## src/rtl/lif_neuron.sv

```systemverilog
// Leaky integrate-and-fire neuron in the TinyTapeout user-project wrapper.
// Integrates ui_in into a 15-bit membrane potential with shift leak, spike and refractory hold.
module lif_neuron #(
    parameter int unsigned THRESHOLD      = 2000,
    parameter int unsigned LEAK_SHIFT     = 4,
    parameter int unsigned REFRACT_CYCLES = 2
) (
    input  logic       clk,
    input  logic       rst_n,
    input  logic       ena,
    input  logic [7:0] ui_in,
    output logic [7:0] uo_out,
    input  logic [7:0] uio_in,
    output logic [7:0] uio_out,
    output logic [7:0] uio_oe
);

    localparam logic [15:0] THRESH    = 16'(THRESHOLD);
    localparam logic [3:0]  REFR_LOAD = 4'(REFRACT_CYCLES);

    logic [14:0] v_mem_q, v_mem_d;
    logic        spike_q, spike_d;
    logic [3:0]  refr_q, refr_d;

    logic [15:0] leak;
    logic [15:0] sum;

    // Valid/ready does not apply here: every enabled edge consumes ui_in and every
    // cycle the registered outputs present the state produced by the previous edge.
    always_comb begin
        leak    = {1'b0, v_mem_q >> LEAK_SHIFT};
        // 16 bits hold v_mem + 255 with no wrap.
        sum     = {1'b0, v_mem_q} - leak + {8'd0, ui_in};
        v_mem_d = v_mem_q;
        spike_d = 1'b0;
        refr_d  = refr_q;
        if (ena) begin
            if (refr_q != 4'd0) begin
                v_mem_d = '0;
                refr_d  = refr_q - 4'd1;
            end else if (sum >= THRESH) begin
                v_mem_d = '0;
                spike_d = 1'b1;
                refr_d  = REFR_LOAD;
            end else begin
                v_mem_d = sum[14:0];
            end
        end
    end

    always_ff @(posedge clk or negedge rst_n) begin
        if (!rst_n) begin
            v_mem_q <= '0;
            spike_q <= 1'b0;
            refr_q  <= '0;
        end else begin
            v_mem_q <= v_mem_d;
            spike_q <= spike_d;
            refr_q  <= refr_d;
        end
    end

    assign uo_out  = {spike_q, v_mem_q[6:0]};
    assign uio_out = v_mem_q[14:7];
    assign uio_oe  = 8'hFF;

    logic unused_bits;
    assign unused_bits = ^{uio_in, sum[15]};

endmodule

```

## config.mk

```make
export PLATFORM = sky130hd
export DESIGN_NAME = lif_neuron
export DESIGN_NICKNAME = d
export VERILOG_FILES = /design/src/rtl/lif_neuron.sv
export SDC_FILE = /design/constraint.sdc
export NUM_CORES = 1
export LEC_CHECK = 0
export ABC_CLOCK_PERIOD_IN_PS = 9600
export CAP_MARGIN = 40
export CORE_UTILIZATION = 38
export DETAILED_ROUTE_END_ITERATION = 6
export PLACE_DENSITY = 0.59
export SETUP_SLACK_MARGIN = 0.4
export SLEW_MARGIN = 20
export SYNTH_ARGS = -nofsm -noshare
export SYNTH_HDL_FRONTEND = slang
export SYNTH_SLANG_ARGS = --single-unit
```

## constraint.sdc

```tcl
create_clock -name clk -period 9.6 [get_ports clk]
set_clock_uncertainty 0.05 [all_clocks]
set_input_delay 1.92 -clock clk [delete_from_list [all_inputs] [get_ports clk]]
set_output_delay 1.92 -clock clk [all_outputs]
set_load 0.01 [all_outputs]
```

==> results.py, run 1 <==
metrics = {
    "status": {
        "status": "completed",
    },
    "die": {
        "start_util_pct": 39.8,
        "row_count": 26,
        "io_pins": 43,
        "coreArea_um2": 5170,
        "die_y_um": 75.6,
        "die_w_um": 75.6,
        "fp.dieArea_um2": 5720,
    },
    "pwr": {
        "ir_drop_v": 0.0000905,
        "p_per_area_nw_per_um2": 150,
        "p_leak_nw": 1.11,
    },
    "timing": {
        "hold_viol": 0,
        "relSlewSlack_pct": 54.2,
        "drv_slew": 0,
        "setup_viol": 0,
        "fin_crit_sh_pct": 58.2,
        "layout_min_cycle_time_ns": 5.59,
        "fmax_mhz": 179,
        "worst_slew_pin_slew_ns": 0.685,
        "setup-tns-final_ns": 0,
        "grt_setup_unrepaired": "no",
        "setup_slack_ns": 4.01,
    },
    "min_path": {
        "holdPathEnd": "refr_q[0]",
        "holdCritStartpoint": "refr_q[0]",
        "min_path_type": "flip-flop to flip-flop",
        "min_path_cells": 1,
    },
    "place": {
        "dp_hpwl_um": 3480,
        "dp_slack_ns": 3.74,
        "gp_congestion": 0.769,
        "portBuffers": 26,
        "dp_cells": 322,
    },
    "cells_and_area": {
        "n_fill_cell": 513,
        "final_cell_mix": "40 x inv_1, 26 x clkdlybuf4s50_1, 20 x ha_1, 20 x dfrtp_1, 18 x nor2_1",
        "final_nets": 304,
        "syn_to_final_growth_pct": 15.7,
        "fin_cells": 325,
        "diodes": 0,
        "drive_gt1_share_pct": 7.45,
        "layout_commonest_cell": "inv_1",
    },
    "detailed_routing": {
        "drt-total-wl_um": 4240,
        "vias": 1629,
        "wl_per_cell_um": 13.0,
        "drtIter0Drc": 23,
        "drc": 0,
        "ant_nets": 0,
        "vias_per_cell": 5.01,
        "dr.pass1.iters": 4,
    },
    "clock_tree": {
        "clock-sinks": 20,
        "ctsHtreeMaxLevel": 1,
        "cts.reportedPaths.clkPinSlew_ns": 0.08,
        "cts_buffers": 3,
        "cts_tree": "done",
        "cts_hold_buf": 0,
        "root_buffer": "clkbuf_8",
        "post_cts_buffers": 0,
        "clock_path_buffers": 2,
        "cts_resized": 0,
        "clk_latency_ns": 0.26,
    },
    "global_route": {
        "grt.overflow.total": 0,
        "grt_usage_pct": 16.5,
        "grt_pass1_wl_um": 7070,
        "grt_antenna_before_repair": 0,
        "grt_start_max_net_pins": 18,
        "grt_pass1_vias": 1536,
    },
    "critical_path": {
        "startpoint": "ui_in[1]",
        "reg2reg_from": "v_mem_q[7]",
        "r2r_slack_ns": 5.72,
        "crit_arrival_ns": 5.70,
        "required_ns": 9.71,
        "worstSetupStartpointType": "input port",
        "path_max_fanout": 11,
        "worstSetupPathType": "input port to flip-flop",
        "worst_r2r_endpoint": "v_mem_q[5]",
        "r2r_cells": 12,
        "cp-end-kind": "flip-flop",
    },
    "yosys": {
        "postSynthCellCount": 233,
        "synth.avg_cell_area_um2": 8.84,
        "ys_ff_latch": 20,
        "postSynth.asyncResetShare_pct": 100,
        "synth_ff_type": "dfrtp_1",
        "yosys_warnings": 0,
        "synth-edff-count": 0,
        "synth_seq_area_share_pct": 24.3,
        "netlist_area_um2": 2060,
        "synth.distinct_cells": 54,
    },
    "job": {
        "max_cap_violations": 0,
    },
}
how the worst max path moves through the flow:
| stage | end | slack (ns) | depth (start not counted) |
|---|---|---|---|
| floorplan | v_mem_q[6] | 4.60 | 12 |
| global placement | v_mem_q[5] | 3.77 | 13 |
| detailed placement | v_mem_q[5] | 3.74 | 13 |
| CTS | v_mem_q[5] | 3.99 | 13 |
| global route | v_mem_q[5] | 3.80 | 13 |
| finish | v_mem_q[5] | 4.01 | 12 |
state kept, by name, summed over array words and instances, names as in the netlist:
| signal | count |
|---|---|
| refr_q | 4 |
| v_mem_q | 15 |
| spike_q | 1 |
cell type report:
cell class	count	area [µm²]	area share [%]
inverters	40	150	6.30
repair buffers	27	275	11.6
multi-input cells	165	1330	55.7
flip-flops and latches	20	500	21.0
well taps	70	87.6	3.68
clock buffers	3	41.3	1.73
worst max-delay path, stage by stage:
cell and delay, ns:
clkdlybuf4s50_1 0.46, inv_1 0.06, fa_1 0.52, fa_1 0.49, and2b_4 0.29, o2111ai_1 0.18, a21oi_2 0.27, o21ai_0 0.14
a211oi_2 0.25, o211ai_2 0.18, or4_4 0.65, o32ai_1 0.29
synthesized netlist by cell type, types with 3 or more instances:
cell       count  area, µm²
a21o_1         5       37.5
a21oi_1        9       45.0
nor2_1        18       67.6
ha_1          20        250
o21a_1         4       30.0
nand2b_1       5       31.3
o21ai_0        7       35.0
a21oi_2        3       26.3
inv_1         40        150
buf_4          9       67.6
dfrtp_1       20        500
o22ai_1        8       50.1
o2bb2ai_1      3       26.3
nand2_1       16       60.1
fa_1           8        160
xor2_1        10       87.6
routing by layer:
layer	vias to the layer above	track usage, %	wire [µm]
met3	6	3.17	125
met1	765	20.1	1980
met5	-	0	0
met4	0	3.09	42
li1	819	-	-
met2	39	30.4	2080
logic make-up (layout without fill, tap and decap cells):
family	count (synthesis)	in the layout	share of synthesized area [%]
XOR/XNOR	11	11	4.68
other	1	8	0.182
AND/OR/NAND/NOR	57	57	13.9
buffers and inverters	55	70	12.5
flip-flops	20	20	24.3
adder cells (fa/ha/maj)	28	28	19.9
AO/OA/AOI/OAI	59	59	23.5
multiplexers	2	2	0.972
power breakdown:
group | leakage [nW] | internal [W] | total (W) | switching [W]
logic | 0.819 | 0.0000880 | 0.000199 | 0.000111
clock network | 0.0216 | 0.0000279 | 0.0000538 | 0.0000259
registers | 0.272 | 0.0000966 | 0.000106 | 0.00000898
total | 1.11 | 0.000213 | 0.000358 | 0.000146
metrics by stage:
stage	power, W	utilization, %	instance area (µm²)	hold slack (ns)
detailed placement	0.000308	45.3	2340	0.452
CTS	0.000363	46.1	2380	0.469
finish	0.000358	46.1	2380	0.457
floorplan	0.000266	-	2090	0.411
global placement	0.000305	45.0	2330	0.432
global route	0.000391	46.1	2380	0.479
No activity file was read; power rests on OpenSTA's default activity.
==> run 2, diff against run 1 <==
Settings changed: ABC_CLOCK_PERIOD_IN_PS 9600 to 5500.
Clock period 9.6 ns to 5.5 ns, I/O delays scaled along.
==> results.py, run 2 (synthesized netlist as in run 1, its figures left out) <==
metrics = {
    "min_path": {
        "holdCritStartpoint": "refr_q[0]",
        "min_path_type": "flip-flop to flip-flop",
        "holdPathEnd": "refr_q[0]",
        "min_path_cells": 1,
    },
    "timing": {
        "setup-tns-final_ns": 0,
        "grt_setup_unrepaired": "no",
        "drv_slew": 0,
        "fin_crit_sh_pct": 86.3,
        "relSlewSlack_pct": 52.8,
        "fmax_mhz": 211,
        "whs_ns": 0.459,
        "worst_slew_pin_slew_ns": 0.705,
        "setup_slack_ns": 0.752,
        "hold_viol": 0,
        "layout_min_cycle_time_ns": 4.75,
        "setup_viol": 0,
    },
    "global_route": {
        "grt_antenna_before_repair": 0,
        "grt_usage_pct": 16.2,
        "grt_pass1_vias": 1522,
        "grt_pass1_wl_um": 7040,
        "grt_start_max_net_pins": 18,
        "grt.overflow.total": 0,
    },
    "cells_and_area": {
        "drive_gt1_share_pct": 7.81,
        "final_nets": 304,
        "reg.largest.list": "v_mem_q: 15 flops, refr_q: 4 flops, spike_q: 1 flops",
        "regMostFlops": "v_mem_q",
        "fin_area_um2": 2400,
        "layout_commonest_cell": "inv_1",
        "largest_reg_flops": 15,
        "syn_to_final_growth_pct": 16.3,
        "final_cell_mix": "40 x inv_1, 26 x clkdlybuf4s50_1, 20 x ha_1, 20 x dfrtp_1, 18 x nor2_1",
        "diodes": 0,
    },
    "die": {
        "io_pins": 43,
        "row_count": 26,
        "start_util_pct": 39.8,
        "die_y_um": 75.6,
        "coreArea_um2": 5170,
        "fp.dieArea_um2": 5720,
        "die_w_um": 75.6,
    },
    "detailed_routing": {
        "dr.pass1.iters": 4,
        "drt-total-wl_um": 4210,
        "ant_nets": 0,
        "wl_per_cell_um": 12.9,
        "drtIter0Drc": 25,
        "vias": 1607,
        "drc": 0,
        "vias_per_cell": 4.93,
    },
    "critical_path": {
        "worstPathCellList": "clkdlybuf4s50_1, inv_1, fa_1, inv_1, ha_1, a21oi_1, o21ai_0, or2_2, o221ai_1, or4_1, o211ai_2, or4_4, o32ai_1",
        "worstSetupStartpointType": "input port",
        "required_ns": 5.61,
        "r2r_cells": 12,
        "slowest_stage": "or4_4",
        "worstSetupPathType": "input port to flip-flop",
        "r2r_slack_ns": 1.62,
        "cp-end-kind": "flip-flop",
        "path_max_fanout": 11,
        "reg2reg_from": "v_mem_q[7]",
        "cpPeakStageDelay_ns": 0.64,
        "crit_arrival_ns": 4.86,
        "crit_top_cell": "inv_1",
        "worst_r2r_endpoint": "v_mem_q[5]",
    },
    "place": {
        "dp_slack_ns": 0.430,
        "post_dp_cell_area_um2": 2340,
        "portBuffers": 26,
        "dp_hpwl_um": 3450,
        "gp_congestion": 0.770,
    },
    "clock_tree": {
        "cts_resized": 0,
        "root_buffer": "clkbuf_8",
        "ctsHtreeMaxLevel": 1,
        "cts.reportedPaths.clkPinSlew_ns": 0.08,
        "cts_tree": "done",
        "clock-sinks": 20,
        "clock_path_buffers": 2,
        "post_cts_buffers": 0,
        "cts_buffers": 3,
        "clk_latency_ns": 0.26,
        "cts_hold_buf": 0,
    },
    "pwr": {
        "p_total_w": 0.000643,
        "ir_drop_v": 0.000153,
        "p_per_area_nw_per_um2": 269,
        "p_leak_nw": 1.12,
    },
    "job": {
        "max_cap_violations": 0,
    },
    "status": {
        "status": "completed",
    },
}
run 2: cell types whose count changed in the layout (fill, tap and decap cells not counted), sizes merged:
cell	delta
clkbuf	+1
run 2: worst max path at each step:
stage	startpoint	to	slack, ns	depth (start not counted)
after floorplan	ui_in[1]	v_mem_q[6]	1.32	12
after global placement	ui_in[7]	v_mem_q[5]	0.49	13
after detailed placement	ui_in[7]	v_mem_q[5]	0.43	13
after CTS	ui_in[7]	v_mem_q[5]	0.69	13
after global routing	ui_in[7]	v_mem_q[5]	0.54	13
final	ui_in[7]	v_mem_q[5]	0.75	13
run 2: layout make-up:
type                            count  area, µm²
Timing Repair Buffer               27        275
Multi-Input combinational cell    165       1330
Fill cell                         509       2780
Inverter                           40        150
Sequential cell                    20        500
Clock buffer                        4       55.1
Tap cell                           70       87.6
run 2: where the power goes:
part	total, W	switching (W)	leakage (nW)	internal (W)
logic	0.000347	0.000193	0.819	0.000154
clock network	0.000112	0.0000479	0.0288	0.0000637
registers	0.000185	0.0000162	0.272	0.000169
run 2: critical path: cells and delay by family:
kind            cells  cell delay [ns]
simple gates        3             1.15
buf+inv             3             0.55
fa+ha+maj           2             0.90
compound gates      5             1.15
run 2: per-stage QoR:
step | util (%) | instances
6_report | 46.3 | 326
5_1_grt | 46.3 | 326
4_1_cts | 46.3 | 326
3_5_place_dp | 45.3 | 322
3_3_place_gp | 45.0 | 321
2_1_floorplan | - | 240
run 2: per-layer routing:
metal / GRT usage, % / vias to the layer above / share of wire [%]
li1: - / 819 / -
met1: 20.7 / 754 / 48
met2: 29.3 / 30 / 48
met3: 2.78 / 4 / 2.8
met4: 2.47 / 0 / 0.57
met5: 0 / - / 0
==> run 3, diff against run 2 <==
Settings changed: CAP_MARGIN 40 to 20.
==> results.py, run 3 (synthesized netlist as in run 1, its figures left out) <==
metrics = {
    "clock_tree": {
        "cts_hold_buf": 0,
        "post_cts_buffers": 0,
        "cts_tree": "done",
        "ctsHtreeMaxLevel": 1,
        "cts.reportedPaths.clkPinSlew_ns": 0.07,
        "cts_buffers": 3,
        "root_buffer": "clkbuf_8",
        "cts_resized": 0,
        "clock_path_buffers": 2,
        "clk_latency_ns": 0.26,
        "clock-sinks": 20,
    },
    "critical_path": {
        "required_ns": 5.61,
        "worstSetupPathType": "input port to flip-flop",
        "crit_arrival_ns": 4.86,
        "path_max_fanout": 11,
        "cp-end-kind": "flip-flop",
        "worstSetupStartpointType": "input port",
    },
    "die": {
        "io_pins": 43,
        "die_w_um": 75.6,
        "fp.dieArea_um2": 5720,
        "coreArea_um2": 5170,
        "start_util_pct": 39.8,
        "die_y_um": 75.6,
        "row_count": 26,
    },
    "timing": {
        "setup-tns-final_ns": 0,
        "worst_slew_pin_slew_ns": 0.909,
        "relSlewSlack_pct": 39.2,
        "layout_min_cycle_time_ns": 4.75,
        "setup_viol": 0,
        "drv_slew": 0,
        "fmax_mhz": 211,
        "grt_setup_unrepaired": "no",
        "setup_slack_ns": 0.749,
        "hold_viol": 0,
        "fin_crit_sh_pct": 86.4,
    },
    "global_route": {
        "grt_pass1_vias": 1553,
        "grt_usage_pct": 16.4,
        "grt_pass1_wl_um": 7140,
        "grt_antenna_before_repair": 0,
        "grt.overflow.total": 0,
        "grt_start_max_net_pins": 21,
    },
    "detailed_routing": {
        "dr.pass1.iters": 4,
        "wl_met2_um": 2010,
        "dr.max_layer_used": "met4",
        "vias": 1583,
        "drc": 0,
        "vias_per_cell": 4.87,
        "route.met3.wl_um": 154,
        "wl_met1_um": 1990,
        "drt-total-wl_um": 4180,
        "wl_per_cell_um": 12.9,
        "drtIter0Drc": 27,
        "ant_nets": 0,
    },
    "job": {
        "max_cap_violations": 0,
    },
    "cells_and_area": {
        "drive_gt1_share_pct": 7.45,
        "reg.largest.list": "v_mem_q: 15 flops, refr_q: 4 flops, spike_q: 1 flops",
        "utilization_pct": 46.3,
        "layout_commonest_cell": "inv_1",
        "syn_to_final_growth_pct": 16.4,
        "regMostFlops": "v_mem_q",
        "largest_reg_flops": 15,
        "diodes": 0,
        "final_cell_mix": "40 x inv_1, 26 x clkdlybuf4s50_1, 20 x ha_1, 20 x dfrtp_1, 18 x nor2_1",
        "final_nets": 303,
    },
    "place": {
        "dp_hpwl_um": 3410,
        "dp_slack_ns": 0.450,
        "portBuffers": 26,
        "gp_congestion": 0.770,
    },
    "pwr": {
        "ir_drop_v": 0.000185,
        "p_leak_nw": 1.12,
        "p_per_area_nw_per_um2": 281,
        "p_total_w": 0.000675,
    },
    "status": {
        "status": "completed",
    },
    "min_path": {
        "min_path_type": "flip-flop to flip-flop",
    },
}
## run 3: area by class of cell
type,count,area [µm²]
fill,506,2780
inverter,40,150
clock buffer,3,41.3
tap,70,87.6
sequential,20,500
timing repair buffer,26,260
multi-input combinational,165,1330
clock inverter,1,30.0
## run 3: final timing paths
| kind | depth (start not counted) | endpoint | slack, ns | startpoint |
|---|---|---|---|---|
| min in group asynchronous | 1 | v_mem_q[1] | 1.30 | rst_n |
| hold reg to reg | 1 | refr_q[0] | 0.46 | refr_q[0] |
| hold / removal | 1 | refr_q[0] | 0.46 | refr_q[0] |
| setup / recovery | 12 | v_mem_q[5] | 0.75 | ui_in[1] |
| setup reg to reg | 12 | v_mem_q[5] | 1.62 | v_mem_q[7] |
| max in group asynchronous | 1 | refr_q[1] | 3.54 | rst_n |
## run 3: metrics by stage
step / hold slack, ns / cells / area [µm²]
final: 0.460 / 325 / 2400
after global placement: 0.433 / 321 / 2330
after floorplan: 0.411 / 240 / 2090
after detailed placement: 0.450 / 321 / 2330
after CTS: 0.469 / 325 / 2400
after global routing: 0.481 / 325 / 2400
## run 3: power by group
part | leakage, nW | switching, W | internal [W]
clock | 0.0357 | 0.0000481 | 0.0000971
sequential | 0.272 | 0.0000157 | 0.000169
combinational | 0.811 | 0.000193 | 0.000153
## run 3: critical path, stage by stage
cell and delay, ns:
clkdlybuf4s50_1 0.46, inv_1 0.05, fa_1 0.52, fa_1 0.48, and2b_4 0.29, o2111ai_1 0.19
a21oi_2 0.28, o21ai_0 0.14, a211oi_2 0.24, o211ai_2 0.17, or4_4 0.64, o32ai_1 0.30
## run 3: metal layers
layer	global-route usage, %	vias up
met4	2.88	0
met2	29.0	30
li1	-	816
met3	2.91	4
met5	0	-
met1	21.3	733
